### src/rtl/ddram_arb_pkg.sv
// Shared types and helpers for the multi-channel DDRAM read arbiter.
package ddram_arb_pkg;
  typedef enum logic [1:0] {IDLE, ISSUE, WAIT, LOAD} arb_state_t;

  localparam int DDRAM_AW = 29;
  localparam int MAX_CH   = 8;

  // One-hot grant: the first requester found searching upward from ptr+1 (mod nch).
  function automatic logic [MAX_CH-1:0] rr_pick(input logic [MAX_CH-1:0] req,
                                                input logic [2:0] ptr, input int nch);
    logic [MAX_CH-1:0] gnt;
    int idx;
    gnt = '0;
    for (int k = MAX_CH; k >= 1; k--) begin
      if (k <= nch) begin
        idx = int'(ptr) + k;
        if (idx >= nch) idx = idx - nch;
        if (req[idx[2:0]]) begin
          gnt = '0;
          gnt[idx[2:0]] = 1'b1;
        end
      end
    end
    return gnt;
  endfunction
endpackage

### src/rtl/ddram_multi_arbiter_if.sv
// Physical DDRAM command/data bus as seen by the arbiter (master) and the memory (slave).
interface ddram_multi_arbiter_if import ddram_arb_pkg::*; #(parameter int AW = DDRAM_AW);
  logic          ddram_rd;
  logic          ddram_we;
  logic [AW-1:0] ddram_addr;
  logic [63:0]   ddram_din;
  logic [7:0]    ddram_be;
  logic [63:0]   ddram_dout;
  logic          ddram_busy;
  logic          ddram_dout_ready;

  modport master (output ddram_rd, ddram_we, ddram_addr, ddram_din, ddram_be,
                  input  ddram_dout, ddram_busy, ddram_dout_ready);
  modport slave  (input  ddram_rd, ddram_we, ddram_addr, ddram_din, ddram_be,
                  output ddram_dout, ddram_busy, ddram_dout_ready);
endinterface

### src/rtl/ddram_line_buf.sv
// One-line (64-bit) hit buffer for a single read channel: tag, valid and data.
module ddram_line_buf import ddram_arb_pkg::*; #(parameter int AW = DDRAM_AW) (
  input  logic          clk,
  input  logic          reset,
  input  logic          wr_en,
  input  logic [AW-1:0] wr_tag,
  input  logic [63:0]   wr_data,
  input  logic          inv_en,
  input  logic [AW-1:0] inv_addr,
  input  logic          clr_all,
  input  logic [AW-1:0] cmp_addr,
  output logic          hit,
  output logic [63:0]   data
);
  logic          valid;
  logic [AW-1:0] tag;

  always_ff @(posedge clk) begin
    if (reset) begin
      valid <= 1'b0;
      tag   <= '0;
      data  <= '0;
    end else if (wr_en) begin
      valid <= 1'b1;
      tag   <= wr_tag;
      data  <= wr_data;
    end else if (clr_all || (inv_en && inv_addr == tag)) begin
      valid <= 1'b0;
    end
  end

  assign hit = valid && (cmp_addr == tag);
endmodule

### src/rtl/ddram_multi_arbiter.sv
// N-channel DDRAM read arbiter with per-channel line buffers and a loader write passthrough.
module ddram_multi_arbiter import ddram_arb_pkg::*; #(
  parameter int NCH = 3,
  parameter int AW  = DDRAM_AW,
  parameter int RR  = 1
) (
  input  logic                  fixed_50m_clk,
  input  logic                  reset,
  input  logic [NCH-1:0]        req,
  input  logic [NCH*AW-1:0]     req_addr,
  output logic [NCH-1:0]        ack,
  output logic [63:0]           rsp_data,
  input  logic                  ld_active,
  input  logic                  ld_wr,
  input  logic [AW-1:0]         ld_addr,
  input  logic [63:0]           ld_din,
  input  logic [7:0]            ld_be,
  output logic                  ld_ready,
  ddram_multi_arbiter_if.master ddram
);
  localparam int IW = $clog2(NCH);

  arb_state_t           state, nstate;
  logic [IW-1:0]        ptr, win_q, gnt_idx;
  logic [AW-1:0]        addr_q, gnt_addr;
  logic [NCH-1:0]       gnt, hit;
  logic [NCH-1:0][63:0] buf_data;
  logic                 gnt_hit, ld_acc, rd_done;

  // Fixed priority reuses the rotating search with the pointer pinned to the last channel.
  always_comb begin
    gnt     = NCH'(rr_pick(MAX_CH'(req), (RR != 0) ? 3'(ptr) : 3'(NCH-1), NCH));
    gnt_idx = '0;
    for (int i = 0; i < NCH; i++)
      if (gnt[i]) gnt_idx = IW'(i);
    gnt_addr = req_addr[gnt_idx*AW +: AW];
    gnt_hit  = |(gnt & hit);
  end

  assign rd_done = (state == WAIT) && ddram.ddram_dout_ready;
  assign ld_acc  = (state == LOAD) && ld_wr && !ddram.ddram_busy;

  always_comb begin
    nstate = state;
    case (state)
      IDLE:    if (ld_active) nstate = LOAD;
               else if (|gnt && !gnt_hit) nstate = ISSUE;
      ISSUE:   if (!ddram.ddram_busy) nstate = WAIT;
      WAIT:    if (ddram.ddram_dout_ready) nstate = IDLE;
      LOAD:    if (!ld_active) nstate = IDLE;
      default: nstate = IDLE;
    endcase
  end

  always_ff @(posedge fixed_50m_clk) begin
    if (reset) begin
      state    <= IDLE;
      ack      <= '0;
      rsp_data <= '0;
      ptr      <= IW'(NCH-1);
      win_q    <= '0;
      addr_q   <= '0;
    end else begin
      state <= nstate;
      ack   <= '0;
      if (state == IDLE && !ld_active && |gnt) begin
        ptr <= gnt_idx;
        if (gnt_hit) begin
          ack      <= gnt;
          rsp_data <= buf_data[gnt_idx];
        end else begin
          win_q  <= gnt_idx;
          addr_q <= gnt_addr;
        end
      end
      if (rd_done) begin
        ack[win_q] <= 1'b1;
        rsp_data   <= ddram.ddram_dout;
      end
    end
  end

  for (genvar i = 0; i < NCH; i++) begin : g_buf
    ddram_line_buf #(.AW(AW)) u_buf (
      .clk      (fixed_50m_clk),
      .reset    (reset),
      .wr_en    (rd_done && win_q == IW'(i)),
      .wr_tag   (addr_q),
      .wr_data  (ddram.ddram_dout),
      .inv_en   (ld_acc),
      .inv_addr (ld_addr),
      .clr_all  (state == IDLE && ld_active),
      .cmp_addr (req_addr[i*AW +: AW]),
      .hit      (hit[i]),
      .data     (buf_data[i])
    );
  end

  assign ddram.ddram_rd   = (state == ISSUE);
  assign ddram.ddram_we   = ld_acc;
  assign ddram.ddram_addr = (state == LOAD) ? ld_addr : addr_q;
  assign ddram.ddram_din  = (state == LOAD) ? ld_din : '0;
  assign ddram.ddram_be   = (state == LOAD) ? ld_be : 8'hFF;
  assign ld_ready         = (state == LOAD) && !ddram.ddram_busy;
endmodule

### src/flat_wrapper.sv
// flat-port wrapper written by rule: the top's interface ports become plain ports
module ddram_multi_arbiter_flat import ddram_arb_pkg::*;
#(
  parameter int NCH = 3,
  parameter int AW  = DDRAM_AW,
  parameter int RR  = 1
)
  (fixed_50m_clk, reset, req, req_addr, ack, rsp_data, ld_active, ld_wr, ld_addr, ld_din, ld_be, ld_ready, ddram_ddram_rd, ddram_ddram_we, ddram_ddram_addr, ddram_ddram_din, ddram_ddram_be, ddram_ddram_dout, ddram_ddram_busy, ddram_ddram_dout_ready);
  ddram_multi_arbiter_if #(.AW(AW)) ddram_i ();
  input  logic fixed_50m_clk;
  input  logic reset;
  input  logic [NCH-1:0] req;
  input  logic [NCH*AW-1:0] req_addr;
  output logic [NCH-1:0] ack;
  output logic [63:0] rsp_data;
  input  logic ld_active;
  input  logic ld_wr;
  input  logic [AW-1:0] ld_addr;
  input  logic [63:0] ld_din;
  input  logic [7:0] ld_be;
  output logic ld_ready;
  output wire logic [$bits(ddram_i.ddram_rd)-1:0] ddram_ddram_rd;
  output wire logic [$bits(ddram_i.ddram_we)-1:0] ddram_ddram_we;
  output wire logic [$bits(ddram_i.ddram_addr)-1:0] ddram_ddram_addr;
  output wire logic [$bits(ddram_i.ddram_din)-1:0] ddram_ddram_din;
  output wire logic [$bits(ddram_i.ddram_be)-1:0] ddram_ddram_be;
  input wire logic [$bits(ddram_i.ddram_dout)-1:0] ddram_ddram_dout;
  input wire logic [$bits(ddram_i.ddram_busy)-1:0] ddram_ddram_busy;
  input wire logic [$bits(ddram_i.ddram_dout_ready)-1:0] ddram_ddram_dout_ready;
  assign ddram_ddram_rd = ddram_i.ddram_rd;
  assign ddram_ddram_we = ddram_i.ddram_we;
  assign ddram_ddram_addr = ddram_i.ddram_addr;
  assign ddram_ddram_din = ddram_i.ddram_din;
  assign ddram_ddram_be = ddram_i.ddram_be;
  assign ddram_i.ddram_dout = ddram_ddram_dout;
  assign ddram_i.ddram_busy = ddram_ddram_busy;
  assign ddram_i.ddram_dout_ready = ddram_ddram_dout_ready;
  ddram_multi_arbiter #(.NCH(NCH), .AW(AW), .RR(RR)) u_core (.fixed_50m_clk(fixed_50m_clk), .reset(reset), .req(req), .req_addr(req_addr), .ack(ack), .rsp_data(rsp_data), .ld_active(ld_active), .ld_wr(ld_wr), .ld_addr(ld_addr), .ld_din(ld_din), .ld_be(ld_be), .ld_ready(ld_ready), .ddram(ddram_i));
endmodule
### config.mk
export PLATFORM = sky130hd
export DESIGN_NAME = ddram_multi_arbiter_flat
export DESIGN_NICKNAME = d
export VERILOG_FILES = /design/src/rtl/ddram_arb_pkg.sv /design/src/rtl/ddram_multi_arbiter_if.sv /design/src/rtl/ddram_line_buf.sv /design/src/rtl/ddram_multi_arbiter.sv /design/src/flat_wrapper.sv
export SDC_FILE = /design/constraint.sdc
export NUM_CORES = 1
export LEC_CHECK = 0
export ABC_CLOCK_PERIOD_IN_PS = 4750
export CORE_MARGIN = 2
export CORE_UTILIZATION = 45
export CTS_CLUSTER_SIZE = 8
export DETAILED_ROUTE_END_ITERATION = 7
export PLACE_DENSITY = 0.73
export RECOVER_POWER = 50
export SETUP_SLACK_MARGIN = 0.1
export SYNTH_ARGS = -nofsm -noshare
export SYNTH_HDL_FRONTEND = slang
export SYNTH_SLANG_ARGS = --single-unit
### constraint.sdc
create_clock -name fixed_50m_clk -period 4.75 [get_ports fixed_50m_clk]
set_input_delay 0.7125 -clock fixed_50m_clk [delete_from_list [all_inputs] [get_ports fixed_50m_clk]]
set_output_delay 0.7125 -clock fixed_50m_clk [all_outputs]
set_load 0.01 [all_outputs]
* After elaboration in Yosys (flattened, before gate mapping) *
Cells that the tools add are included.

storage, ports and cells
  bits in registers = 384
  input port bits = 261
  word-level logic and storage cells = 138

operators by class
  add/subtract/negate cells = 6
  multiply operators = 1
  $lt $le $gt $ge = 12
  equal/unequal tests = 15
  shifts and indexed selects = 1
  muxes and demuxes = 46
  bitwise gates (word level) = 3
  reductions and logical operators = 39

operators with widths
  kind                                                                number
  2-to-1 mux 64 bit                                                   5
  == test 29 bit                                                      6
  binary-select mux 64 bit (select 2 bit)                             1
  greater-or-equal comparator 32 x 3 -> 1 bit, second input constant  3
  variable part select 87 x 8 -> 29 bit                               1
  2-to-1 mux 3 bit                                                    10
  2-to-1 mux 29 bit                                                   1
  logical AND 1 bit                                                   21
  2-to-1 mux 1 bit                                                    14
  < comparator 3 x 4 -> 1 bit, second input constant                  3
  2-to-1 mux 2 bit                                                    6
  nonzero test 2 bit                                                  5
  binary-select mux 1 bit (select 3 bit)                              3
  demux 1 bit (select 3 bit)                                          3
  greater-or-equal comparator 3 x 1 -> 1 bit, second input constant   3
  2-to-1 mux 8 bit                                                    1
  one-hot mux 2 bit (4 select lines)                                  1
  multiplier 2 x 5 -> 7 bit, second input constant                    1
  adder 2 x 2 -> 3 bit, second input constant                         2
  == test 2 bit, second input constant                                3
  < comparator 2 x 3 -> 1 bit, second input constant                  2
  inequality test 2 bit, second input constant                        3
  OR reduction 3 bit                                                  2
  subtractor 3 bit, second input constant                             2
  other kinds (14)                                                    21

* Longest topological paths before layout *
  depth after elaboration = 17
  depth in mapped cells = 14

* Modules after synthesis *
From an unflattened synthesis, not the netlist that was laid out.

unflattened totals
  cell total of the unflattened synthesis = 2,214
  area total of the unflattened synthesis = 19,062.0 um^2

modules (own cells, without submodules)
  module               instances  cells an instance  area an instance (um^2)  sequential area each (um^2)
  ddram_line_buf       3          383                3,932.5                  1,881.8
  ddram_multi_arbiter  1          1,065              7,264.5                  2,042.0

* Worst setup path before layout *
Ideal clock, no wire load.

  kind = reg2reg
  start point = register u_core.ptr[0]
  end point = register u_core.addr_q[12]
  data arrival time = 2,935 ps
  data required time = 4,628 ps
  path slack = 1,693 ps
  cell stages (with the launch flop) = 15
  path buffers = 4
  path through = dfxtp_1 -> inv_1 -> ha_1 -> buf_2 -> mux2_4 -> o211ai_2 -> o21a_1 -> a21oi_1 -> buf_2 -> o31ai_2 -> buf_4 -> nand2b_1 -> buf_2 -> nor3_1 -> a221o_1

between the ends
  cells in the longest elaborated chain, start to end = 14
  elaborated cells between the ends (all ways) = 46
  classes of those cells = 6 x add/sub; 1 x mul; 9 x order compare; 1 x shift; 20 x mux; 2 x bitwise; 7 x reduce/logical

ends and longest elaborated chain
  what                                                                                                             RTL line                                              text
  start: declaration                                                                                               ddram_multi_arbiter.sv:24                             logic [IW-1:0] ptr, win_q, gnt_idx;
  start signal: assignment                                                                                         ddram_multi_arbiter.sv:60                             ptr <= IW'(NCH-1);
  start signal: assignment                                                                                         ddram_multi_arbiter.sv:67                             ptr <= gnt_idx;
  adder 2 x 2 -> 3 bit                                                                                             ddram_arb_pkg.sv:16                                   idx = int'(ptr) + k;
  greater-or-equal comparator 32 x 3 -> 1 bit or subtractor 3 bit (tied branches)                                  ddram_arb_pkg.sv:17                                   if (idx >= nch) idx = idx - nch;
  2-to-1 mux 3 bit                                                                                                 ddram_arb_pkg.sv:17
  < comparator 3 x 4 -> 1 bit (implied by the code) or greater-or-equal comparator 3 x 1 -> 1 bit (tied branches)  ddram_arb_pkg.sv:20                                   gnt[idx[2:0]] = 1'b1;
  logical AND 1 bit (implied by the code)                                                                          ddram_arb_pkg.sv:20
  2-to-1 mux 1 bit (implied by the code)                                                                           ddram_arb_pkg.sv:20
  demux 1 bit (select 3 bit)                                                                                       n/a
  2-to-1 mux 3 bit (2 in a row)                                                                                    ddram_arb_pkg.sv:18                                   if (req[idx[2:0]]) begin
  2-to-1 mux 3 bit (*)                                                                                             ddram_arb_pkg.sv:18
  2-to-1 mux 1 bit or AND 3 bit (tied branches)                                                                    ddram_multi_arbiter.sv:35, ddram_multi_arbiter.sv:37
  2-to-1 mux 2 bit or OR reduction 3 bit (tied branches)                                                           ddram_multi_arbiter.sv:35, ddram_multi_arbiter.sv:37
  multiplier 2 x 5 -> 7 bit or inverter 1 bit (tied branches)                                                      n/a
  variable part select 87 x 8 -> 29 bit or AND reduction 2 bit (tied branches)                                     n/a
  end signal: assignment                                                                                           ddram_multi_arbiter.sv:73                             addr_q <= gnt_addr;
  end: declaration                                                                                                 ddram_multi_arbiter.sv:25                             logic [AW-1:0] addr_q, gnt_addr;

Mark *: on every way between the ends. The rest lies on a longest branch, timed or not. The select of a mux whose other input is x is not followed.
A chain may end at the register's enable or synchronous reset.

* Final worst setup path *
  start point = input reset
  end point = register u_core.state[0]

RTL lines
  what                    RTL line                   text
  start: declaration      flat_wrapper.sv:11         input logic reset;
  end signal: assignment  ddram_multi_arbiter.sv:64  state <= nstate;
  end: declaration        ddram_multi_arbiter.sv:23  arb_state_t state, nstate;

No word-level cell between the ends.

==> metrics.yaml <==
power_and_ir_drop:
  p_total_mw: 10.1
  p_leak_nw: 9.24
  peakVddDrop_mv: 0.435
  power.density_mw_per_mm2: 414
layout:
  final_util: 0.601
  design_area_mm2: 0.0244
  drive_above_1_share: 0.0730
  nets: 2869
  num-fill-cells: 3562
  syn2layout_area_growth_pct: 32.6
synthesis:
  yosys_register_bits: 384
  async_flop_share: 0
  avgSynthCellArea_um2: 8.16
  synth_commonest_cells: "626 x nand2_1, 384 x dfxtp_1, 327 x a21oi_1"
  synthMuxAreaShare: 0.0709
  synth_fa_ha_area_frac: 0.00408
  synth.area.top_cells: "dfxtp_1 42%, nand2_1 13%, a21oi_1 8.9%"
  synthFlopType: "dfxtp_1"
  synthesis.nets: 2521
  ys_seq_area_frac: 0.418
  yosysUniqueCellTypes: 50
  synth_edf_count: 0
  synthCells: 2254
  synth_xor_area_frac: 0.0829
  ys_warn_count: 0
  synth_top_family_by_area: "simple AND/OR/NAND/NOR gates"
  yosysMostFrequentCell: "nand2_1"
  synth_simple_gate_area_frac: 0.202
  synth_area_mm2: 0.0184
  synth_top_area_frac: 0.418
  synth_compound_area_frac: 0.181
  yosys.area.top_type: "dfxtp_1"
clock_network:
  cts_resized: 0
  tritoncts: "yes"
  h-tree-depth: 2
  cts_inserted_buffers: 53
  clockBufferDepth: 3
  cts_setup_buffers: 0
  cts_root_buf: "clkbuf_16"
  clkLatencyLatePin_ps: 600
  path_clk_slew_ps: 50
  clock_sinks: 384
  hold_buffers: 0
sta:
  setup_violations: 0
  rsz0062_at_grt: "no"
  clock_skew_ps: 26.2
  finalSetupTns_ps: 0
  maxSlewHeadroom: -1.21
  finalCritPeriodShare: 0.876
  tightest_slew_ps: 3320
  fin_crit_ps: 4160
  drv_slew: 278
  hold_viol_final: 0
  holdWs_ps: 453
  fmax_ghz: 0.240
floorplan:
  coreArea_mm2: 0.0406
  start_util: 0.453
  io_pins: 432
  fp-row-count: 74
  die_area_mm2: 0.0425
  die_w_um: 206
  die_h_um: 206
route:
  vias: 18181
  viasPerCell: 5.79
  drt_pass1_iterations: 5
  wl_per_cell_um: 22.7
  drc: 0
  wl_mm: 71.2
  drt_iter0_drc: 1517
  drtAntennaViolNets: 0
place:
  port_buffers: 431
  gp_congestion: 0.994
  hpwlAfterDp_mm: 49.0
  dpl_cell_area_mm2: 0.0231
worst_setup_path:
  arrival_ps: 4440
  worstPathRequired_ps: 5030
  critPathCaptureType: "flip-flop"
  crit_path_max_fanout: 69
  cp_top_family: "buffers and inverters"
  crit_chain: "clkbuf_2, clkbuf_1, a2111oi_0"
  worst-setup-path-type: "input pin to flip-flop"
  slowest_stage: "clkbuf_1"
  critPathBufInv: 2
  start_kind: "input pin"
  crit_path_max_incr_delay_ps: 2400
min_path:
  hold_path.class: "flip-flop to flip-flop"
run:
  drv_cap: 5
global_route:
  grt_antenna_before_repair: 7
  grt_first_pass_wirelength_mm: 104
  first_global_vias: 17314
  grt_max_degree: 102
  grt_use_total: 0.322
  grt.overflow.total: 0
outcome:
  status: "finished, violations left"
  violations: "max-capacitance violations, max-slew violations"
==> power by group <==
| part | internal (mW) | total [mW] | switching (mW) |
|---|---|---|---|
| Combinational | 1.28 | 3.09 | 1.80 |
| Sequential | 3.42 | 3.68 | 0.258 |
| Clock | 1.95 | 3.32 | 1.37 |
==> worst min-delay path: stages, from the launching register on <==
cell and delay [ps]:
dfxtp_1 300, nand2_1 50, a21oi_1 50
==> per-layer routing <==
| layer | track usage | up-vias | part of all wire |
|---|---|---|---|
| met1 | 0.387 | 8658 | 0.38 |
| li1 | - | 8413 | - |
| met4 | 0.164 | 8 | 0.052 |
| met3 | 0.0675 | 185 | 0.094 |
| met2 | 0.544 | 917 | 0.48 |
| met5 | 0 | - | 0.00073 |
==> path summary, 6_finish.rpt <==
kind,start,endpoint,slack (ps),depth (start not counted)
worst min register to register,u_core.g_buf[0].u_buf.data[21],u_core.g_buf[0].u_buf.data[21],450,2
worst max-delay path,reset,u_core.state[0],590,3
worst min-delay path,u_core.g_buf[0].u_buf.data[21],u_core.g_buf[0].u_buf.data[21],450,2
worst max register to register,u_core.state[1],u_core.g_buf[0].u_buf.data[17],700,5
==> area by class of cell <==
class / count / area, um^2 / share of cell area
timing repair buffer: 470 / 4640 / 0.190
multi-input combinational: 1688 / 10000 / 0.410
clock buffer: 53 / 1330 / 0.0544
tap: 532 / 666 / 0.0273
clock inverter: 3 / 37.5 / 0.00154
inverter: 5 / 18.8 / 0.000770
antenna: 3 / 7.51 / 0.000308
sequential: 384 / 7690 / 0.315
==> registers in the layout (all words and copies together) (netlist names) <==
name / cells
u_core.ack: 3
u_core.addr_q: 29
u_core.g_buf.u_buf.data: 192
u_core.g_buf.u_buf.tag: 87
u_core.g_buf.u_buf.valid: 3
u_core.ptr: 2
u_core.rsp_data: 64
u_core.state: 2
u_core.win_q: 2
==> layout by cell type (no fill, tap or decap), types with 57 or more instances in the layout <==
| cell | netlist | routed |
|---|---|---|
| xnor2_1 | 80 | 80 |
| nor2_1 | 81 | 79 |
| a21oi_1 | 327 | 326 |
| dlygate4sd3_1 | 0 | 128 |
| nand2_1 | 626 | 625 |
| clkdlybuf4s50_1 | 0 | 302 |
| and3_1 | 64 | 64 |
| dfxtp_1 | 384 | 382 |
| mux2i_1 | 95 | 95 |
| a221o_1 | 57 | 57 |
| xor2_1 | 94 | 94 |
==> stage by stage <==
step,std cells,setup WS (ps)
global placement,3079,513
detailed placement,3079,464
global route,3137,362
CTS,3135,839
floorplan,2254,1690
finish,3138,590
==> cell families (layout without fill, tap and decap cells) <==
kind of cell,Yosys count,after routing
and+or+nand+nor,878,878
AOI/OAI and AO/OA,504,504
DFF,384,384
buffers and inverters,182,531
xor gates and xnor gates,174,174
muxes,126,126
adders and majority gates,6,6
other,0,3
(Power assumes the default switching activity.)
